===== src/rtl/bk_adder_pkg.sv =====
// -----------------------------------------------------------------------------
// bk_adder_pkg
//   Shared definitions for the Brent-Kung adder:
//     BK_WIDTH_DEFAULT - default operand width
//     gp_t             - (generate, propagate) pair carried through the prefix tree
//     clog2()          - ceil(log2(value)), used to size the tree levels
// -----------------------------------------------------------------------------
package bk_adder_pkg;

  localparam int BK_WIDTH_DEFAULT = 16;

  typedef struct packed {
    logic g;
    logic p;
  } gp_t;

  function automatic int clog2(input int value);
    int result = 0;
    for (int v = value - 1; v > 0; v = v >> 1) begin
      result++;
    end
    return result;
  endfunction

endpackage


===== src/rtl/bk_gp_cell.sv =====
// -----------------------------------------------------------------------------
// bk_gp_cell
//   Brent-Kung prefix operator: (G,P)hi o (G,P)lo = (Ghi | Phi&Glo, Phi&Plo).
//   Ports:
//     hi - (G,P) of the more significant span
//     lo - (G,P) of the adjacent less significant span
//     o  - combined (G,P) covering both spans
// -----------------------------------------------------------------------------
module bk_gp_cell
  import bk_adder_pkg::*;
(
  input  gp_t hi,
  input  gp_t lo,
  output gp_t o
);

  assign o.g = hi.g | (hi.p & lo.g);
  assign o.p = hi.p & lo.p;

endmodule


===== src/rtl/bk_adder.sv =====
// -----------------------------------------------------------------------------
// bk_adder
//   Unsigned WIDTH-bit Brent-Kung parallel-prefix adder with registered output.
//   s = {1'b0,a} + {1'b0,b}; s[WIDTH] is the carry-out. One pair per cycle.
//   Ports:
//     clk     - rising-edge clock
//     rst_n   - asynchronous active-low reset (clears s, out_vld, input stage)
//     in_vld  - a/b valid this cycle
//     a, b    - WIDTH-bit unsigned operands
//     out_vld - s holds the sum of a qualified pair
//     s       - WIDTH+1-bit sum; held when no qualified pair arrives
//   Build option:
//     BK_ADDER_IN_REG_EN - register a, b and in_vld before the tree
//                          (latency 2 instead of 1; ports and arithmetic unchanged)
//   WIDTH must be a power of two, >= 2.
// -----------------------------------------------------------------------------
module bk_adder
  import bk_adder_pkg::*;
#(
  parameter int WIDTH = BK_WIDTH_DEFAULT
) (
  input  logic             clk,
  input  logic             rst_n,
  input  logic             in_vld,
  input  logic [WIDTH-1:0] a,
  input  logic [WIDTH-1:0] b,
  output logic             out_vld,
  output logic [WIDTH:0]   s
);

  localparam int LEVELS = clog2(WIDTH);
  // Stage 0 holds bitwise g/p, stages 1..LEVELS the up-sweep,
  // stages LEVELS+1..2*LEVELS-1 the down-sweep.
  localparam int STAGES = 2 * LEVELS;

  logic             op_vld;
  logic [WIDTH-1:0] op_a;
  logic [WIDTH-1:0] op_b;

`ifdef BK_ADDER_IN_REG_EN
  // NOTE: state is written with non-blocking assignments and the reset sits in
  // the sensitivity list, so every register clears the moment rst_n falls.
  always_ff @(posedge clk or negedge rst_n) begin
    if (!rst_n) begin
      op_vld <= 1'b0;
      op_a   <= '0;
      op_b   <= '0;
    end else begin
      op_vld <= in_vld;
      op_a   <= a;
      op_b   <= b;
    end
  end
`else
  assign op_vld = in_vld;
  assign op_a   = a;
  assign op_b   = b;
`endif

  gp_t              tree [STAGES][WIDTH];
  logic [WIDTH-1:0] p_bit;
  logic [WIDTH-1:0] g_fin;
  logic [WIDTH-1:0] p_fin;

  // Pre-processing: per-bit generate and propagate.
  for (genvar i = 0; i < WIDTH; i++) begin : g_pre
    assign tree[0][i].g = op_a[i] & op_b[i];
    assign tree[0][i].p = op_a[i] ^ op_b[i];
    assign p_bit[i]     = op_a[i] ^ op_b[i];
  end

  // Up-sweep: at level l, every node whose index ends a 2^l block absorbs
  // the node 2^(l-1) below it.
  for (genvar l = 1; l <= LEVELS; l++) begin : g_up
    for (genvar i = 0; i < WIDTH; i++) begin : g_node
      if (((i + 1) % (1 << l)) == 0) begin : g_cell
        bk_gp_cell u_cell (
          .hi (tree[l-1][i]),
          .lo (tree[l-1][i-(1<<(l-1))]),
          .o  (tree[l][i])
        );
      end else begin : g_pass
        assign tree[l][i] = tree[l-1][i];
      end
    end
  end

  // Down-sweep: fills in the prefixes the up-sweep skipped. At each level the
  // node half a block above a completed block boundary absorbs that boundary.
  for (genvar d = 1; d < LEVELS; d++) begin : g_down
    localparam int STEP = 1 << (LEVELS - d);
    localparam int HALF = STEP / 2;
    for (genvar i = 0; i < WIDTH; i++) begin : g_node
      if ((i >= STEP) && (((i + 1) % STEP) == HALF)) begin : g_cell
        bk_gp_cell u_cell (
          .hi (tree[LEVELS+d-1][i]),
          .lo (tree[LEVELS+d-1][i-HALF]),
          .o  (tree[LEVELS+d][i])
        );
      end else begin : g_pass
        assign tree[LEVELS+d][i] = tree[LEVELS+d-1][i];
      end
    end
  end

  // After the down-sweep, g_fin[i] is the carry out of bit i.
  for (genvar i = 0; i < WIDTH; i++) begin : g_fin_bits
    assign g_fin[i] = tree[STAGES-1][i].g;
    assign p_fin[i] = tree[STAGES-1][i].p;
  end

  // Group propagate over the full prefix is not needed for the sum.
  logic unused_p;
  assign unused_p = ^p_fin;

  // Post-processing: c_0 = 0, c_i = G[i-1:0]; s_i = p_i ^ c_i.
  logic [WIDTH-1:0] carry;
  logic [WIDTH:0]   sum;
  assign carry = {g_fin[WIDTH-2:0], 1'b0};
  assign sum   = {g_fin[WIDTH-1], p_bit ^ carry};

  // s only loads on a qualified pair, so it holds its last sum otherwise.
  always_ff @(posedge clk or negedge rst_n) begin
    if (!rst_n) begin
      s       <= '0;
      out_vld <= 1'b0;
    end else begin
      out_vld <= op_vld;
      if (op_vld) begin
        s <= sum;
      end
    end
  end

endmodule


===== config.mk =====
export PLATFORM = sky130hd
export DESIGN_NAME = bk_adder
export DESIGN_NICKNAME = d
export VERILOG_FILES = /design/src/rtl/bk_adder_pkg.sv /design/src/rtl/bk_gp_cell.sv /design/src/rtl/bk_adder.sv
export SDC_FILE = /design/constraint.sdc
export NUM_CORES = 1
export LEC_CHECK = 0
export BUFFER_PORTS_ARGS = -buffer_cell sky130_fd_sc_hd__buf_4
export CAP_MARGIN = 20
export CORE_MARGIN = 2
export CORE_UTILIZATION = 41
export DETAILED_ROUTE_END_ITERATION = 10
export GPL_TIMING_DRIVEN = 0
export PLACE_DENSITY = 0.72
export SLEW_MARGIN = 20
export SYNTH_ARGS = -nofsm -noshare
export SYNTH_HDL_FRONTEND = slang
export SYNTH_SLANG_ARGS = --single-unit

===== constraint.sdc =====
create_clock -name clk -period 1 [get_ports clk]
set_clock_uncertainty 0.2 [all_clocks]
set_input_delay 0.15 -clock clk [delete_from_list [all_inputs] [get_ports clk]]
set_output_delay 0.15 -clock clk [all_outputs]
set_load 0.03 [all_outputs]

# Yosys cells after proc, flatten, opt, wreduce, memory -nomap -nowiden
# Cells that the tools add are included.
# classes
bitwise	96
# op_table
cell	count
1-bit bitwise AND	53
1-bit OR	26
1-bit XOR	16
16-bit XOR	1
# word_totals
ff_bits	18
inputBits	35
output_inout_bits	18
wordCells	98

# Depth between registers and ports, before layout
# Gate-level depths: netlist of run 1.
# depth
depth_word	14
depth_mapped	9
depth_no_buf	9

# By module
# A second synthesis of run 1 with hierarchy kept.
# unflattened
hier_cells	137
area_unflattened_um2	1490.2
# by_module_without_submodules
module	seq_area_each_um2	area_per_inst_um2	instances	cells_per_inst
bk_adder	450.4	1099.8	1	85
bk_gp_cell	0.0	15.0	26	2

# Worst setup path after synthesis of run 1
# No wires, ideal clock.
# synth_path
path_kind	in2reg
from	input a[0]
to	register s[14]
arrival_time_ps	2061
setup_slack_ps	-1386
n_path_buf	0
path_stages	8
setup_time_ps	125
cell_sequence	ha_1 fa_1 a211oi_2 o211ai_2 a31oi_2 a21oi_1 fa_1 mux2_2
# synth_between
elab_chain_cells	12
# synth_rtl
item	line	rtl
start, declared	bk_adder.sv:25	input logic [WIDTH-1:0] a,
1-bit bitwise AND	bk_adder.sv:67	assign tree[0][i].g = op_a[i] & op_b[i];
1-bit bitwise AND	bk_gp_cell.sv:17	assign o.g = hi.g | (hi.p & lo.g);
1-bit OR	bk_gp_cell.sv:17	
1-bit bitwise AND	bk_gp_cell.sv:17	
1-bit OR	bk_gp_cell.sv:17	
1-bit bitwise AND	bk_gp_cell.sv:17	
1-bit OR	bk_gp_cell.sv:17	
1-bit bitwise AND	bk_gp_cell.sv:17	
1-bit OR	bk_gp_cell.sv:17	
1-bit bitwise AND	bk_gp_cell.sv:17	
1-bit OR	bk_gp_cell.sv:17	
16-bit XOR	bk_adder.sv:120	assign sum = {g_fin[WIDTH-1], p_bit ^ carry};
net sum[14]	bk_adder.sv:118	logic [WIDTH:0] sum;
end signal, assigned	bk_adder.sv:130	s <= sum;
end, declared	bk_adder.sv:28	output logic [WIDTH:0] s
# The timed path passes the listed nets, and every way through them passes these cells.
# A chain may end at the register's enable or synchronous reset.

# Worst setup path in the final report of run 1
# Ends and elaborated chain as after synthesis.

==> qor.yml, run 1 <==
timing.final.crit_share_pct: 221.0
postCtsHoldBufs: 2
num_vias: 1104
drc: 0
cts_max_level: 1
clk_latency_ps: 290
finalHoldViolCount: 1
reg2reg_setup_slack_ps: -150
hpwl_um: 2233
max_freq_mhz: 452.5
slew_headroom_pct: 77.53
io_pins: 53
ys.flop_type: "dfrtp_1"
dieWidth_um: 60.12
met2_usage_pct: 33.39
reg2reg_to: "s[16]$_DFFE_PN0P_"
io_buffers: 52
dr.first_iter.drc_count: 14
worst_hold_path.endpoint: "s[0]$_DFFE_PN0P_"
path_class: "in2reg"
start_util_pct: 42.64
rows: 20
firstDrtPassIters: 4
cts-root-buf: "clkbuf_4"
cp_max_fo: 3
grt_use_met3_pct: 3.247
utilization_pct: 70.25
synth_common_cells: "18 x dfrtp_1, 15 x ha_1, 14 x a21oi_1, 12 x inv_1"
min_path_type: "in2reg"
clkSlewWorstSetupHoldPaths_ps: 100
coreArea_um2: 3028
worstMarginPinSlew_ps: 333.5
synth-edff-count: 0
grt_pass1_wl_um: 4678
track_usage_pct: 17.15
layout.cells.non_filler: 235
clk_path_buf_depth: 2
antenna_found_initial: 0
fin_area_um2: 2127
clkSinkCount: 18
fin_nets: 250
global_route.peak_usage_layer: "met2"
violations: "hold timing, setup timing"
synth.most_common_cell: "dfrtp_1"
routed_via_density: 4.698
rsz0062_at_grt: "true"
synth_top_area_cell: "dfrtp_1"
drv_cap: 0
timing.final.crit_period_ps: 2210
nFillCells: 234
grt_pass1_vias: 1142
dp.cells: 213
worst_slack_ps: -1210
grt_max_degree: 19
cts_tree: "done"
grtUsageMet1_pct: 18.86
cp.arrival_ps: 2200
worstSetupEndpointType: "flop"
synth_seq_area_share_pct: 34.88
wirelength_um: 2890
min_from: "b[0]"
diodes: 0
timing.rr.start: "s[16]$_DFFE_PN0P_"
synth_area_leaders: "dfrtp_1 35%, ha_1 15%, fa_1 12%"
ant_nets: 0
synth_cells: 117
rr_worst_depth: 3
avgSynthCellArea_um2: 11.04
yosysWarnings: 0
die_area_um2: 3614
slew_viol_final: 0
timing.hold.ws_ps: -11.43
drive_gt1_share_pct: 57.07
place_congestion: 0.7039
ys_types: 26
ys_ff_latch: 18
netlist_area_um2: 1291
p_total_mw: 3.071
tns_ps: -18010
netlist.area_leader.share_pct: 34.88
syn2layout_area_growth_pct: 64.73
finalSetupViolations: 34
syn_nets: 175
post_dp_cell_area_um2: 1785
wl_per_cell_um: 12.30
whs_path_depth: 3
p_leak_nw: 1.031
overflow: 0
power_density_nw_per_um2: 1444
required_ps: 990
ir_worst_vdd_mv: 0.6143
outcome: "finished with violations"
async_flop_share_pct: 100.0
cts_buffers: 3
die_y_um: 60.12
cp-start-kind: "input port"
[power breakdown]
part,total [mW],internal (mW),switching (mW)
Combinational,1.64,0.876,0.761
Clock,0.441,0.222,0.219
Sequential,0.994,0.881,0.113
[flip-flops by register name, summed over array words and instances (netlist names)]
register  flops
s            17
out_vld       1
[worst max path at each step]
stage | cells after the start | to | start | slack [ps]
floorplan | 8 | s[12]$_DFFE_PN0P_ | a[0] | -1310
global placement | 9 | s[12]$_DFFE_PN0P_ | a[0] | -1630
detailed placement | 9 | s[14]$_DFFE_PN0P_ | a[0] | -1680
CTS | 9 | s[14]$_DFFE_PN0P_ | a[0] | -1210
global route | 9 | s[14]$_DFFE_PN0P_ | a[0] | -1240
finish | 9 | s[14]$_DFFE_PN0P_ | a[0] | -1210
[kinds of logic (layout without fill, tap and decap cells)]
| group | count (synthesis) | in the layout | share of synthesized area [%] |
|---|---|---|---|
| AOI/OAI and AO/OA | 28 | 28 | 14.53 |
| adders and majority gates | 23 | 23 | 26.94 |
| DFF | 18 | 18 | 34.88 |
| and+or+nand+nor | 16 | 16 | 5.427 |
| buffers and inverters | 15 | 89 | 4.844 |
| muxes | 10 | 10 | 8.624 |
| xor gates and xnor gates | 7 | 7 | 4.748 |
[placed cells by master (no fill, tap or decap), types with 2 or more instances in the layout]
master | synthesis | routed
o211ai_2 | 2 | 2
xnor2_2 | 0 | 2
a21oi_1 | 14 | 8
nand2_1 | 3 | 3
a21oi_2 | 0 | 5
o21ai_0 | 3 | 2
o21a_1 | 2 | 2
ha_1 | 15 | 14
inv_1 | 12 | 10
dlygate4sd3_1 | 0 | 2
dfrtp_1 | 18 | 18
a21o_1 | 2 | 2
clkbuf_4 | 0 | 3
buf_4 | 1 | 45
nor2_1 | 9 | 9
buf_6 | 0 | 24
fa_2 | 0 | 7
mux2_2 | 9 | 3
mux2_4 | 0 | 6
xnor2_1 | 7 | 5
inv_2 | 0 | 2
[cell type report]
| type | instances | area, um^2 | area share (%) |
|---|---|---|---|
| Multi-Input combinational cell | 84 | 902.1 | 42.41 |
| Timing Repair Buffer | 70 | 620.6 | 29.18 |
| Sequential cell | 18 | 450.4 | 21.18 |
| Tap cell | 44 | 55.05 | 2.588 |
| Inverter | 12 | 45.04 | 2.118 |
| Clock buffer | 4 | 36.28 | 1.706 |
| Buffer | 3 | 17.52 | 0.8235 |
[what timing repair did]
action / in CTS / in global routing
cloned: 0 / 0
setup buffers: 13 / 4
pin swaps: 11 / 6
setup endpoints to repair: 34 / 35
endpoints found under the hold margin: 20 / 1
resized for setup: 34 / 7
[critical path, stage by stage]
cell	delay (ps)
buf_6	100
ha_4	150
fa_2	360
a211oi_4	260
o211ai_2	150
a31oi_4	240
a21oi_2	90
fa_2	430
mux2_4	270
[metrics by stage]
| stage | setup slack [ps] | hold slack (ps) |
|---|---|---|
| after floorplan | -1309 | -345.6 |
| after global placement | -1631 | -175.3 |
| after detailed placement | -1680 | -171.9 |
| after CTS | -1206 | -17.11 |
| after global routing | -1245 | -17.36 |
| final | -1210 | -11.43 |
[metal layers]
| metal | vias up | wire length, um |
|---|---|---|
| met2 | 36 | 1669 |
| met1 | 523 | 1060 |
| li1 | 545 | - |
| met5 | - | 0 |
| met4 | 0 | 0 |
| met3 | 0 | 159 |
Note: power is estimated with default switching activity, not from simulation.
==> run 2: changes to the inputs <==
--- a/config.mk
+++ b/config.mk
@@ -11,7 +11,7 @@
 export CORE_UTILIZATION = 41
 export DETAILED_ROUTE_END_ITERATION = 10
 export GPL_TIMING_DRIVEN = 0
-export PLACE_DENSITY = 0.72
+export PLACE_DENSITY = 0.7
 export SLEW_MARGIN = 20
 export SYNTH_ARGS = -nofsm -noshare
 export SYNTH_HDL_FRONTEND = slang
==> constraint.sdc (replaced) <==
create_clock -name clk -period 2.05 [get_ports clk]
set_clock_uncertainty 0.2 [all_clocks]
set_input_delay 0.3075 -clock clk [delete_from_list [all_inputs] [get_ports clk]]
set_output_delay 0.3075 -clock clk [all_outputs]
set_load 0.03 [all_outputs]
==> qor.yml, run 2 (synthesis gave the netlist of run 1 again) <==
p_leak_nw: 0.9320  # was 1.031 nW
cts_tree: "done"  # unchanged
final_common_cell: "buf_4"  # unchanged
grt_max_degree: 19  # unchanged
syn2layout_area_growth_pct: 47.87  # was 64.73%
regMostFlops: "s"  # unchanged
cts_max_level: 1  # unchanged
clkSlewWorstSetupHoldPaths_ps: 90  # was 100 ps
firstDrtPassIters: 4  # unchanged
timing.final.crit_share_pct: 114.7
multi_input_area_um2: 864.6  # was 902.1 um^2
wl_per_cell_um: 12.24  # was 12.30 um
rows: 20  # unchanged
io_pins: 53  # unchanged
clk_path_buf_depth: 2  # unchanged
track_usage_pct: 16.28  # was 17.15%
outcome: "finished with violations"  # unchanged
fin_area_um2: 1909  # was 2127 um^2
routed_via_density: 4.829  # was 4.698
rr_worst_depth: 3  # unchanged
timing.rr.start: "s[16]$_DFFE_PN0P_"  # unchanged
cts-root-buf: "clkbuf_4"  # unchanged
drc: 0  # unchanged
nFillCells: 272  # was 234
dr.first_iter.drc_count: 10  # was 14
dieWidth_um: 60.12  # unchanged
whs_path_depth: 3  # unchanged
required_ps: 2030  # was 990 ps
timing.final.crit_period_ps: 2351
reg2reg_to: "s[16]$_DFFE_PN0P_"  # unchanged
antenna_found_initial: 0  # unchanged
slew_headroom_pct: 78.00  # was 77.53%
seqCellArea_um2: 450.4  # unchanged
fin_nets: 237  # was 250
cp.arrival_ps: 2330  # was 2200 ps
finalSetupViolations: 10  # was 34
coreArea_um2: 3028  # unchanged
final_cell_mix: "54 x buf_4, 18 x dfrtp_1, 14 x ha_1"  # was 45 x buf_4, 24 x buf_6, 18 x dfrtp_1
cts_buffers: 3  # unchanged
max_freq_mhz: 425.3
slew_viol_final: 0  # unchanged
place_congestion: 0.7034  # was 0.7039
io_buffers: 52  # unchanged
start_util_pct: 42.64  # unchanged
clkSinkCount: 18  # unchanged
wirelength_um: 2717  # was 2890 um
utilization_pct: 63.06  # was 70.25%
cp_max_fo: 3  # unchanged
reg2reg_setup_slack_ps: 940  # was -150 ps
die_y_um: 60.12  # unchanged
rsz0062_at_grt: "true"  # unchanged
post_dp_cell_area_um2: 1763  # was 1785 um^2
worstMarginPinSlew_ps: 326.5  # was 333.5 ps
violations: "setup timing"  # was hold timing, setup timing
grt_pass1_vias: 1096  # was 1142
drv_cap: 0  # unchanged
p_total_mw: 1.333  # was 3.071 mW
overflow: 0  # unchanged
grt_pass1_wl_um: 4436  # was 4678 um
min_from: "b[0]"  # unchanged
finalHoldViolCount: 0  # was 1
worst_hold_path.endpoint: "s[0]$_DFFE_PN0P_"  # unchanged
path_class: "in2reg"  # unchanged
power_density_nw_per_um2: 698.0  # was 1444 nW/um^2
ir_worst_vdd_mv: 0.2532  # was 0.6143 mV
worstSetupEndpointType: "flop"  # unchanged
clk_latency_ps: 290  # about the same
min_path_type: "in2reg"  # unchanged
cp-start-kind: "input port"  # unchanged
drive_gt1_share_pct: 50.56  # was 57.07%
hpwl_um: 2235  # was 2233 um
diodes: 0  # unchanged
worst_slack_ps: -301.2  # was -1210 ps
tns_ps: -1478  # was -18010 ps
pre_cts_slack_ps: -796.5  # was -1680 ps
reg.largest.list: "s x17, out_vld x1"  # unchanged
largest_reg_flops: 17  # unchanged
num_vias: 1072  # was 1104
ant_nets: 0  # unchanged
die_area_um2: 3614  # unchanged
==> run 2: cell types whose count changed in the layout (fill, tap and decap cells not counted), sizes merged <==
| cell | before | now |
|---|---|---|
| buf | 70 | 57 |
==> run 2: per-stage QoR <==
stage                     hold WS, ps  cells
after floorplan                -188.1    117
after global placement         -17.45    213
after detailed placement       -16.85    213
after CTS                       160.0    222
after global routing            158.5    222
final                           163.0    222
==> run 2: layout make-up <==
| type | count | share of cell area [%] |
|---|---|---|
| tap | 44 | 2.883 |
| buffer | 3 | 0.9174 |
| multi-input combinational | 84 | 45.28 |
| inverter | 12 | 2.359 |
| timing repair buffer | 57 | 23.07 |
| sequential | 18 | 23.59 |
| clock buffer | 4 | 1.900 |
==> run 2: critical path, cell delays in order <==
cell and delay (ps):
buf_6 100, ha_4 140, fa_2 360, a211oi_4 250
o211ai_2 150, a31oi_4 250, a21oi_2 90, fa_2 410
mux2_4 270
==> run 2: worst max-delay path by stage <==
stage          from                end
4_1_cts        a[0]  s[14]$_DFFE_PN0P_
5_1_grt        a[0]  s[14]$_DFFE_PN0P_
3_5_place_dp   a[0]  s[14]$_DFFE_PN0P_
3_3_place_gp   a[0]  s[12]$_DFFE_PN0P_
2_1_floorplan  a[0]  s[12]$_DFFE_PN0P_
6_report       a[0]  s[14]$_DFFE_PN0P_
==> run 2: timing repair <==
| action | 4_1_cts | 5_1_grt |
|---|---|---|
| hold buffers | 2 | 0 |
| pin swaps | 6 | 0 |
| buffers inserted | 3 | 0 |
| gates resized for setup | 9 | 5 |
| endpoints found under the hold margin | 19 | 0 |
| setup endpoints to repair | 8 | 12 |
==> run 2: per-layer routing <==
metal | global-route usage [%] | vias to the layer above | wire, um
met5 | 0 | - | 0
met4 | 3.810 | 0 | 0
met3 | 3.463 | 0 | 158
met2 | 31.37 | 34 | 1523
met1 | 17.87 | 517 | 1036
li1 | - | 521 | -
==> run 2: report_power, final <==
part / internal (mW) / total, mW / switching [mW] / leakage [nW]
registers: 0.429 / 0.472 / 0.0430 / 0.207
logic: 0.305 / 0.650 / 0.345 / 0.704
clock network: 0.108 / 0.211 / 0.102 / 0.0210
